## config.mk

```make
export PLATFORM = sky130hd
export DESIGN_NAME = hazard_ctrl_flat
export DESIGN_NICKNAME = d
export VERILOG_FILES = /design/src/rtl/hazard_ctrl_pkg.sv /design/src/rtl/hazard_ctrl_if.sv /design/src/rtl/hazard_ctrl_mdu_seq.sv /design/src/rtl/hazard_ctrl.sv /design/src/flat_wrapper.sv
export SDC_FILE = /design/constraint.sdc
export NUM_CORES = 1
export LEC_CHECK = 0
export ABC_CLOCK_PERIOD_IN_PS = 2100
export CAP_MARGIN = 10
export CORE_MARGIN = 8
export CORE_UTILIZATION = 44
export DETAILED_ROUTE_END_ITERATION = 12
export HOLD_SLACK_MARGIN = 0.15
export PLACE_DENSITY_LB_ADDON = 0.15
export SLEW_MARGIN = 20
export SYNTH_ARGS = -nofsm -noshare
export SYNTH_HDL_FRONTEND = slang
export SYNTH_HIERARCHICAL = 1
export SYNTH_SLANG_ARGS = --single-unit
```

## constraint.sdc

```tcl
create_clock -name clk_i -period 2.1 [get_ports clk_i]
set_input_delay 0.315 -clock clk_i [delete_from_list [all_inputs] [get_ports clk_i]]
set_output_delay 0.315 -clock clk_i [all_outputs]
set_load 0.02 [all_outputs]
```

## src/rtl/hazard_ctrl_pkg.sv

```systemverilog
// Shared types and helpers for the pipeline hazard controller and its MDU sequencer.
package hazard_ctrl_pkg;

  typedef enum logic {
    ST_IDLE = 1'b0,
    ST_BUSY = 1'b1
  } mdu_state_e;

  localparam logic [4:0] REG_ZERO = 5'd0;

  // $0 is hardwired to zero, so a write to it can never create a dependency.
  function automatic logic reg_match(input logic [4:0] dst, input logic [4:0] src);
    return (dst != REG_ZERO) && (dst == src);
  endfunction

endpackage

```

## src/rtl/hazard_ctrl_if.sv

```systemverilog
// ID/EX observation inputs and pipeline control outputs of the hazard controller.
interface hazard_ctrl_if #(
  parameter int PERF_W = 32
);
  // No valid/ready handshake: every input is sampled each cycle and every control
  // output is a same-cycle combinational answer. mdu_start_o and mdu_done_o are
  // single-cycle pulses that the MDU datapath must act on in the cycle they are high.
  logic [4:0]        id_rs_addr_i;
  logic [4:0]        id_rt_addr_i;
  logic              id_uses_rt_i;
  logic              id_br_taken_i;
  logic              id_mdu_start_i;
  logic              id_mdu_use_i;
  logic              ex_memread_i;
  logic [4:0]        ex_rt_addr_i;
  logic              pc_write_o;
  logic              ifid_write_o;
  logic              ifid_flush_o;
  logic              idex_bubble_o;
  logic              mdu_start_o;
  logic              mdu_busy_o;
  logic              mdu_done_o;
  logic [PERF_W-1:0] stall_cnt_o;

  modport master (
    output id_rs_addr_i, id_rt_addr_i, id_uses_rt_i, id_br_taken_i,
           id_mdu_start_i, id_mdu_use_i, ex_memread_i, ex_rt_addr_i,
    input  pc_write_o, ifid_write_o, ifid_flush_o, idex_bubble_o,
           mdu_start_o, mdu_busy_o, mdu_done_o, stall_cnt_o
  );

  modport slave (
    input  id_rs_addr_i, id_rt_addr_i, id_uses_rt_i, id_br_taken_i,
           id_mdu_start_i, id_mdu_use_i, ex_memread_i, ex_rt_addr_i,
    output pc_write_o, ifid_write_o, ifid_flush_o, idex_bubble_o,
           mdu_start_o, mdu_busy_o, mdu_done_o, stall_cnt_o
  );

endinterface

```

## src/rtl/hazard_ctrl_mdu_seq.sv

```systemverilog
// IDLE/BUSY sequencer with countdown that tracks the multi-cycle multiply/divide unit.
module mdu_seq
  import hazard_ctrl_pkg::*;
#(
  parameter int MDU_CYCLES = 32
) (
  input  logic       clk_i,
  input  logic       rst_i,
  input  logic       start_i,
  output logic       busy_o,
  output logic       start_o,
  output logic       done_o,
  output mdu_state_e state_o
);

  localparam int CNT_W = (MDU_CYCLES > 1) ? $clog2(MDU_CYCLES) : 1;
  localparam logic [CNT_W-1:0] CNT_LOAD = CNT_W'(MDU_CYCLES - 1);

  mdu_state_e       state, state_n;
  logic [CNT_W-1:0] cnt, cnt_n;

  always_ff @(posedge clk_i) begin
    if (rst_i) begin
      state <= ST_IDLE;
      cnt   <= '0;
    end else begin
      state <= state_n;
      cnt   <= cnt_n;
    end
  end

  // Outputs are masked while reset is high so an op aborted by reset never pulses done.
  always_comb begin
    state_n = state;
    cnt_n   = cnt;
    start_o = 1'b0;
    done_o  = 1'b0;
    busy_o  = 1'b0;
    case (state)
      ST_IDLE: begin
        if (start_i && !rst_i) begin
          state_n = ST_BUSY;
          cnt_n   = CNT_LOAD;
          start_o = 1'b1;
        end
      end
      ST_BUSY: begin
        busy_o = !rst_i;
        if (cnt == '0) begin
          done_o  = !rst_i;
          state_n = ST_IDLE;
        end else begin
          cnt_n = cnt - CNT_W'(1);
        end
      end
      default: state_n = ST_IDLE;
    endcase
  end

  assign state_o = state;

endmodule

```

## src/rtl/hazard_ctrl.sv

```systemverilog
// Load-use / MDU stall, branch flush and stall-cycle counting for the 5-stage pipeline.
module hazard_ctrl
  import hazard_ctrl_pkg::*;
#(
  parameter int MDU_CYCLES = 32,
  parameter int PERF_W     = 32
) (
  input  logic         clk_i,
  input  logic         rst_i,
  hazard_ctrl_if.slave hz
);

  logic              lu_haz;
  logic              mdu_haz;
  logic              stall;
  logic              mdu_req;
  mdu_state_e        mdu_state;
  logic [PERF_W-1:0] stall_cnt;

  assign lu_haz = hz.ex_memread_i &
                  (reg_match(hz.ex_rt_addr_i, hz.id_rs_addr_i) |
                   (hz.id_uses_rt_i & reg_match(hz.ex_rt_addr_i, hz.id_rt_addr_i)));

  assign mdu_haz = (mdu_state != ST_IDLE) & (hz.id_mdu_start_i | hz.id_mdu_use_i);
  assign stall   = lu_haz | mdu_haz;

  // A mult/div stuck behind a load must not launch until its operands are real.
  assign mdu_req = hz.id_mdu_start_i & ~lu_haz;

  mdu_seq #(
    .MDU_CYCLES(MDU_CYCLES)
  ) u_mdu_seq (
    .clk_i  (clk_i),
    .rst_i  (rst_i),
    .start_i(mdu_req),
    .busy_o (hz.mdu_busy_o),
    .start_o(hz.mdu_start_o),
    .done_o (hz.mdu_done_o),
    .state_o(mdu_state)
  );

  always_comb begin
    hz.pc_write_o    = 1'b0;
    hz.ifid_write_o  = 1'b0;
    hz.ifid_flush_o  = 1'b0;
    hz.idex_bubble_o = 1'b1;
    if (!rst_i) begin
      hz.pc_write_o    = ~stall;
      hz.ifid_write_o  = ~stall;
      hz.idex_bubble_o = stall;
      // A stalled branch is re-evaluated next cycle, so it must not flush yet.
      hz.ifid_flush_o  = hz.id_br_taken_i & ~stall;
    end
  end

  always_ff @(posedge clk_i) begin
    if (rst_i) begin
      stall_cnt <= '0;
    end else if (stall && (stall_cnt != '1)) begin
      stall_cnt <= stall_cnt + PERF_W'(1);
    end
  end

  assign hz.stall_cnt_o = rst_i ? '0 : stall_cnt;

endmodule

```

## src/flat_wrapper.sv

```systemverilog
// flat-port wrapper written by rule: the top's interface ports become plain ports
module hazard_ctrl_flat import hazard_ctrl_pkg::*;
#(
  parameter int MDU_CYCLES = 32,
  parameter int PERF_W     = 32
)
  (clk_i, rst_i, hz_id_rs_addr_i, hz_id_rt_addr_i, hz_id_uses_rt_i, hz_id_br_taken_i, hz_id_mdu_start_i, hz_id_mdu_use_i, hz_ex_memread_i, hz_ex_rt_addr_i, hz_pc_write_o, hz_ifid_write_o, hz_ifid_flush_o, hz_idex_bubble_o, hz_mdu_start_o, hz_mdu_busy_o, hz_mdu_done_o, hz_stall_cnt_o);
  hazard_ctrl_if #(.PERF_W(PERF_W)) hz_i ();
  input  logic clk_i;
  input  logic rst_i;
  input wire logic [$bits(hz_i.id_rs_addr_i)-1:0] hz_id_rs_addr_i;
  input wire logic [$bits(hz_i.id_rt_addr_i)-1:0] hz_id_rt_addr_i;
  input wire logic [$bits(hz_i.id_uses_rt_i)-1:0] hz_id_uses_rt_i;
  input wire logic [$bits(hz_i.id_br_taken_i)-1:0] hz_id_br_taken_i;
  input wire logic [$bits(hz_i.id_mdu_start_i)-1:0] hz_id_mdu_start_i;
  input wire logic [$bits(hz_i.id_mdu_use_i)-1:0] hz_id_mdu_use_i;
  input wire logic [$bits(hz_i.ex_memread_i)-1:0] hz_ex_memread_i;
  input wire logic [$bits(hz_i.ex_rt_addr_i)-1:0] hz_ex_rt_addr_i;
  output wire logic [$bits(hz_i.pc_write_o)-1:0] hz_pc_write_o;
  output wire logic [$bits(hz_i.ifid_write_o)-1:0] hz_ifid_write_o;
  output wire logic [$bits(hz_i.ifid_flush_o)-1:0] hz_ifid_flush_o;
  output wire logic [$bits(hz_i.idex_bubble_o)-1:0] hz_idex_bubble_o;
  output wire logic [$bits(hz_i.mdu_start_o)-1:0] hz_mdu_start_o;
  output wire logic [$bits(hz_i.mdu_busy_o)-1:0] hz_mdu_busy_o;
  output wire logic [$bits(hz_i.mdu_done_o)-1:0] hz_mdu_done_o;
  output wire logic [$bits(hz_i.stall_cnt_o)-1:0] hz_stall_cnt_o;
  assign hz_i.id_rs_addr_i = hz_id_rs_addr_i;
  assign hz_i.id_rt_addr_i = hz_id_rt_addr_i;
  assign hz_i.id_uses_rt_i = hz_id_uses_rt_i;
  assign hz_i.id_br_taken_i = hz_id_br_taken_i;
  assign hz_i.id_mdu_start_i = hz_id_mdu_start_i;
  assign hz_i.id_mdu_use_i = hz_id_mdu_use_i;
  assign hz_i.ex_memread_i = hz_ex_memread_i;
  assign hz_i.ex_rt_addr_i = hz_ex_rt_addr_i;
  assign hz_pc_write_o = hz_i.pc_write_o;
  assign hz_ifid_write_o = hz_i.ifid_write_o;
  assign hz_ifid_flush_o = hz_i.ifid_flush_o;
  assign hz_idex_bubble_o = hz_i.idex_bubble_o;
  assign hz_mdu_start_o = hz_i.mdu_start_o;
  assign hz_mdu_busy_o = hz_i.mdu_busy_o;
  assign hz_mdu_done_o = hz_i.mdu_done_o;
  assign hz_stall_cnt_o = hz_i.stall_cnt_o;
  hazard_ctrl #(.MDU_CYCLES(MDU_CYCLES), .PERF_W(PERF_W)) u_core (.clk_i(clk_i), .rst_i(rst_i), .hz(hz_i));
endmodule
```

==> metrics.cfg, run 1 <==
[status]
status=complete, no violations

[drt]
drt-total-wl_um=7070
wire_per_inst_um=15.6
drc=0
vias=2450
drt.antenna.violating_nets=0
drt_iter0_drc=145
via_per_inst=5.42
firstDrtPassIters=4

[clock_network]
htreeDepth=2
clk_latency_ns=0.29
clockBufferDepth=2
cts_tree=built
clock_sinks=38
hold_buffers=0
cts_root_buffer=clkbuf_8
clkSlewWorstSetupHoldPaths_ns=0.07
cts-buffers-inserted=5

[power_and_ir_drop]
seqPwrFrac=0.473
pwr-share-comb=0.213
p_clk_frac=0.313
power_leakage_nw=1.41
p_int_w=0.00117
switching_power_w=0.000429
irDropWorstVdd_mv=0.373
p_per_area_nw_per_um2=432
swShare=0.268
power_w=0.00160

[place]
place_ws_ns=-0.801
dpl.hpwl_um=4860
gp_congestion=0.869
port-buffer-count=60
dpl_cell_area_sq_um=3320

[floorplan]
io_pins=61
core.rowCount=26
core_sq_um=5110
die-area_sq_um=7870
initial_core_util=0.456
die_w_um=88.7
die_y_um=88.7

[timing]
setup_slack_ns=0.0718
slew_headroom=0.739
fmax_mhz=493
post-route-period-util=0.966
finalHoldViolations=0
skew_ns=0.00680
setup_violations=0
drv_slew=0
finalCriticalPeriod_ns=2.03
holdWs_ns=0.330
tightest_slew_ns=0.386

[cells_and_area]
regArea_sq_um=763
fin_area_sq_um=3700
areaGrowthSynthToFinish_pct=59.0
drive_gt1_frac=0.338
antenna_cells=0
fill_cells=404
multiInputGateArea_sq_um=1730
num-nets-final=407

[setup_path]
cp_cell_sequence=buf_6, or4_4, o21ai_2, o21a_2, nor2b_4, and2_4, buf_6
rrSetupSlack_ns=0.07
worstPathMaxFanout=3
cp_common_cell=buf_6
arrival_ns=1.71
end_kind=output pin
path_delay_family=simple AND/OR/NAND/NOR gates
start_kind=input pin
crit_buf_inv=2
worstPathRequired_ns=1.78
path_class=input pin to output pin
max_stage_delay_ns=0.53
worst_path_max_delay_cell=or4_4

[logic_synthesis]
synth_fp_nets=307
synth_edf_count=0
yosysMostFrequentCell=dfxtp_1
ys_ff_latch=38
synthCells=283
synth_top_area_cell=dfxtp_1
synth.distinct_cells=43
synthMuxAreaShare=0.111
yosys-top-cells-area=dfxtp_1, mux2_2, nor2b_1
syn_avg_cell_area_sq_um=8.22
ys_top_cells_by_count=dfxtp_1, nor2b_1, nor2_1
synth_fa_ha_area_frac=0.0108
synth_seq_area_share=0.327
synth-compound-area-share=0.0957
yosysWarnings=6
synth_top_area_share=0.327
synthXorXnorAreaFrac=0.0376
synth_top_family_by_area=simple AND/OR/NAND/NOR gates
ys.flop_type=dfxtp_1
async_flop_share=0
synth-simple-area-share=0.378
syn-cell-area_sq_um=2330

[grt]
track_usage=0.171
grt_pass1_wl_um=10700
grt_max_degree=40
grt.overflow.total=0
antenna_found_initial=0
grt_pass1_vias=2323

[min_path]
min_path_type=input pin to flop

[run]
drv_cap=0

-- power by group through the flow --
stage               logic, W  registers [W]  clock network (W)
finish              0.000340       0.000756           0.000501
global route        0.000368       0.000758           0.000544
detailed placement  0.000290       0.000771                  0
CTS                 0.000303       0.000754           0.000509
floorplan           0.000155       0.000770                  0
global placement    0.000285       0.000770                  0
-- worst paths after layout --
| path | start | cells past startpoint | to |
|---|---|---|---|
| hold reg to reg | u_core/u_mdu_seq/cnt[0] | 2 | u_core/u_mdu_seq/cnt[0] |
| setup reg to reg | u_core/stall_cnt[6] | 5 | u_core/stall_cnt[19] |
| hold / removal | rst_i | 2 | u_core/u_mdu_seq/state_o |
| setup / recovery | hz_ex_rt_addr_i[2] | 7 | hz_ifid_flush_o |
-- metal layers --
layer  track usage  vias to the layer above  part of all wire
li1              -                     1227                 -
met1         0.211                     1158              0.45
met2         0.286                       57              0.49
met3        0.0409                        8             0.055
met4        0.0507                        0             0.011
met5             0                        -                 0
-- area by class of cell --
type / instances / share of cell area
Inverter: 6 / 0.00609
Timing Repair Buffer: 108 / 0.274
Clock buffer: 6 / 0.0223
Multi-Input combinational cell: 224 / 0.467
Sequential cell: 38 / 0.206
Tap cell: 70 / 0.0237
-- placed cells by master, fill, tap and decap left out, types with 8 or more instances in the layout --
cell             synthesis  final
clkdlybuf4s50_1          0     38
nor3_1                  16      8
nor3_2                   2      9
nand4_1                  8      8
buf_4                    2     39
buf_6                    0      8
nand3_1                 12     11
nor2b_1                 32     31
nand2_1                 16     16
nor2_1                  29     28
mux2_2                  21     14
dfxtp_1                 38     36
a21oi_1                 13     11
-- what timing repair did --
item / 4_1_cts / 5_1_grt
buffers inserted: 0 / 0
resized for setup: 88 / 25
pin swaps: 15 / 21
endpoints found under the setup margin: 39 / 33
gates cloned: 0 / 3
-- per-stage QoR --
step                      setup TNS, ns  utilization  instances
final                                 0        0.724        452
after floorplan                 -0.0152            -        283
after detailed placement         -22.58        0.649        443
after global routing            -0.0491        0.724        452
after CTS                       -0.0513        0.699        449
after global placement           -20.97        0.649        443
-- state kept, by name (all words and copies together) (netlist names) --
signal / flops
u_core/stall_cnt: 32
u_core/u_mdu_seq/state_o: 1
u_core/u_mdu_seq/cnt: 5
-- cells by family after synthesis --
| family | count (synthesis) |
|---|---|
| AND/OR/NAND/NOR | 155 |
| multiplexers | 23 |
| flip-flops | 38 |
| buffers and inverters | 21 |
| AO/OA/AOI/OAI | 34 |
| XOR/XNOR | 10 |
| adder cells (fa/ha/maj) | 2 |
(Power assumes the default switching activity.)
==> inputs of run 2 (changes only) <==
--- a/config.mk
+++ b/config.mk
@@ -5,10 +5,10 @@
 export SDC_FILE = /design/constraint.sdc
 export NUM_CORES = 1
 export LEC_CHECK = 0
-export ABC_CLOCK_PERIOD_IN_PS = 2100
+export ABC_CLOCK_PERIOD_IN_PS = 2150
 export CAP_MARGIN = 10
-export CORE_MARGIN = 8
-export CORE_UTILIZATION = 44
+export CORE_MARGIN = 4
+export CORE_UTILIZATION = 49
 export DETAILED_ROUTE_END_ITERATION = 12
 export HOLD_SLACK_MARGIN = 0.15
 export PLACE_DENSITY_LB_ADDON = 0.15
==> constraint.sdc (replaced) <==
create_clock -name clk_i -period 2.15 [get_ports clk_i]
set_input_delay 0.3225 -clock clk_i [delete_from_list [all_inputs] [get_ports clk_i]]
set_output_delay 0.3225 -clock clk_i [all_outputs]
set_load 0.02 [all_outputs]
==> run 2 against run 1 <==
Net effect: core utilization grew 7.7 points; count of clock-buffer cells in the layout rose by 1; routed wire length up 3.3%; flip-flop and latch count unchanged; final cell count fell by 5.1%; critical path type is now flop to flop.
==> metrics.cfg, run 2 (synthesis results as in run 1) <==
[place]
gp_congestion=0.793  ; -8.8%
dpl.hpwl_um=4490  ; -7.5%
port-buffer-count=60  ; unchanged
place_ws_ns=-0.871  ; -0.0698 ns

[clock_network]
cts_root_buffer=clkbuf_8
hold_buffers=0  ; unchanged
clk_latency_ns=0.29  ; about the same
cts_tree=built
cts-buffers-inserted=5  ; unchanged
htreeDepth=2  ; unchanged
clkSlewWorstSetupHoldPaths_ns=0.07  ; about the same
clock_sinks=38  ; unchanged
clockBufferDepth=2  ; unchanged

[drt]
drt-total-wl_um=7300  ; +3.3%
drt.antenna.violating_nets=0  ; unchanged
drt_iter0_drc=239  ; +65%
drc=0  ; unchanged
wire_per_inst_um=17.0  ; +8.8%
firstDrtPassIters=5  ; +1
vias=2517  ; +2.7%
via_per_inst=5.87  ; +8.2%

[cells_and_area]
fill_cells=309  ; -24%
mostFrequentLayoutCells=clkdlybuf4s50_1, dfxtp_1, buf_4
largest_reg_flops=32  ; unchanged
drive_gt1_frac=0.324  ; -0.0141
areaGrowthSynthToFinish_pct=54.1
fin_util=0.801  ; +0.0771
layout_commonest_cell=clkdlybuf4s50_1
antenna_cells=0  ; unchanged
top_register=u_core/stall_cnt
num-nets-final=400  ; -1.7%

[min_path]
whs_endpoint=u_core/u_mdu_seq/cnt[4]
min_path_type=flop to flop
hold_start=u_core/u_mdu_seq/cnt[4]
worstHoldPathCells=2  ; unchanged

[timing]
post-route-period-util=0.982
fmax_mhz=473
finalHoldViolations=0  ; unchanged
skew_ns=0.00628  ; -0.000521 ns
finalCriticalPeriod_ns=2.11
drv_slew=0  ; unchanged
setup_violations=0  ; unchanged
tightest_slew_ns=0.379  ; -0.00627 ns
slew_headroom=0.743  ; +0.00424
holdWs_ns=0.491  ; +0.161 ns
setup_slack_ns=0.0378  ; -0.0340 ns

[grt]
grt_pass1_vias=2385  ; +2.7%
grt_pass1_wl_um=11600  ; +8.0%
grt_max_degree=32  ; -20%
track_usage=0.241  ; +0.0700
grt.overflow.total=0  ; unchanged
antenna_found_initial=0  ; unchanged

[run]
drv_cap=0  ; unchanged

[status]
status=complete, no violations

[setup_path]
arrival_ns=2.34  ; +0.63 ns
worstPathRequired_ns=2.38  ; +0.60 ns
worstPathMaxFanout=5  ; +2
reg2reg_depth=6  ; +1
end_kind=flop
rrSetupSlack_ns=0.04  ; -0.03 ns
rr_endpoint=u_core/stall_cnt[31]
path_class=flop to flop
timing.rr.start=u_core/stall_cnt[5]
start_kind=flop

[floorplan]
die_w_um=76.9  ; -13%
io_pins=61  ; unchanged
core.rowCount=24  ; -7.7%
core_sq_um=4470  ; -12%
initial_core_util=0.520  ; +0.0645
die-area_sq_um=5920  ; -25%
die_y_um=76.9  ; -13%

[power_and_ir_drop]
irDropWorstVdd_mv=0.335  ; -10%
p_per_area_nw_per_um2=444  ; +2.9%
power_leakage_nw=1.35  ; -4.0%
power_w=0.00159  ; -0.30%

run 2: cell types whose count changed in the layout (fill, tap and decap cells not counted), moves of 2 or more:
cell / change
clkbuf_2: +3
mux2_4: -6
buf_4: -6
nor3_1: -3
mux2_2: +6
clkbuf_16: -2
buf_6: -2
a21oi_2: -2
nor4_4: -3
a21oi_1: +2
dlymetal6s2s_1: -2
nor4_1: +2
nor3_2: +4
run 2: layout make-up:
class	count	area, sq um	area share
inverter	6	22.5	0.00628
timing repair buffer	101	956	0.267
sequential	38	762	0.212
tap	52	65.1	0.0181
clock inverter	1	5.00	0.00140
clock buffer	7	86.3	0.0241
multi-input combinational	224	1690	0.471
run 2: repair_timing:
action | in CTS | in global routing
endpoints found under the hold margin | 0 | 0
setup endpoints to repair | 40 | 36
gates resized for setup | 83 | 21
setup buffers | 3 | 0
cloned | 2 | 0
pin swaps | 15 | 11
run 2: metal layers:
layer	vias to the layer above	global-route usage	routed length, um
li1	1205	-	-
met1	1190	0.305	3080
met2	103	0.413	3610
met3	19	0.0480	489
met4	0	0.0688	121
met5	-	0	0
run 2: through the flow:
step | area [sq um] | instances | setup TNS (ns)
global route | 3590 | 429 | -0.0486
global placement | 3230 | 416 | -18.80
detailed placement | 3230 | 416 | -22.86
floorplan | 2340 | 283 | -0.0249
CTS | 3530 | 429 | 0
finish | 3590 | 429 | 0
run 2: power breakdown:
group          switching (W)  leakage, nW  internal (W)
Clock               0.000250       0.0482      0.000259
Combinational       0.000168        0.997      0.000177
Sequential         0.0000153        0.308      0.000722
run 2: worst max-delay path by stage:
stage | startpoint | to | slack (ns) | cells after the start
2_1_floorplan | hz_ex_rt_addr_i[1] | hz_ifid_flush_o | -0.02 | 6
3_3_place_gp | hz_ex_rt_addr_i[2] | hz_mdu_start_o | -0.81 | 7
3_5_place_dp | hz_ex_rt_addr_i[2] | hz_mdu_start_o | -0.87 | 7
4_1_cts | hz_id_rs_addr_i[0] | hz_mdu_start_o | 0.002 | 8
5_1_grt | u_core/stall_cnt[5] | u_core/stall_cnt[21] | -0.02 | 6
6_report | u_core/stall_cnt[5] | u_core/stall_cnt[31] | 0.04 | 6
run 2: critical path: stages (launching register included):
cell and delay [ns]:
dfxtp_1 0.39, nand4_2 0.17, or3_4 0.47, nor3_2 0.27, nand4_1 0.18, or4_1 0.42, a21oi_1 0.14
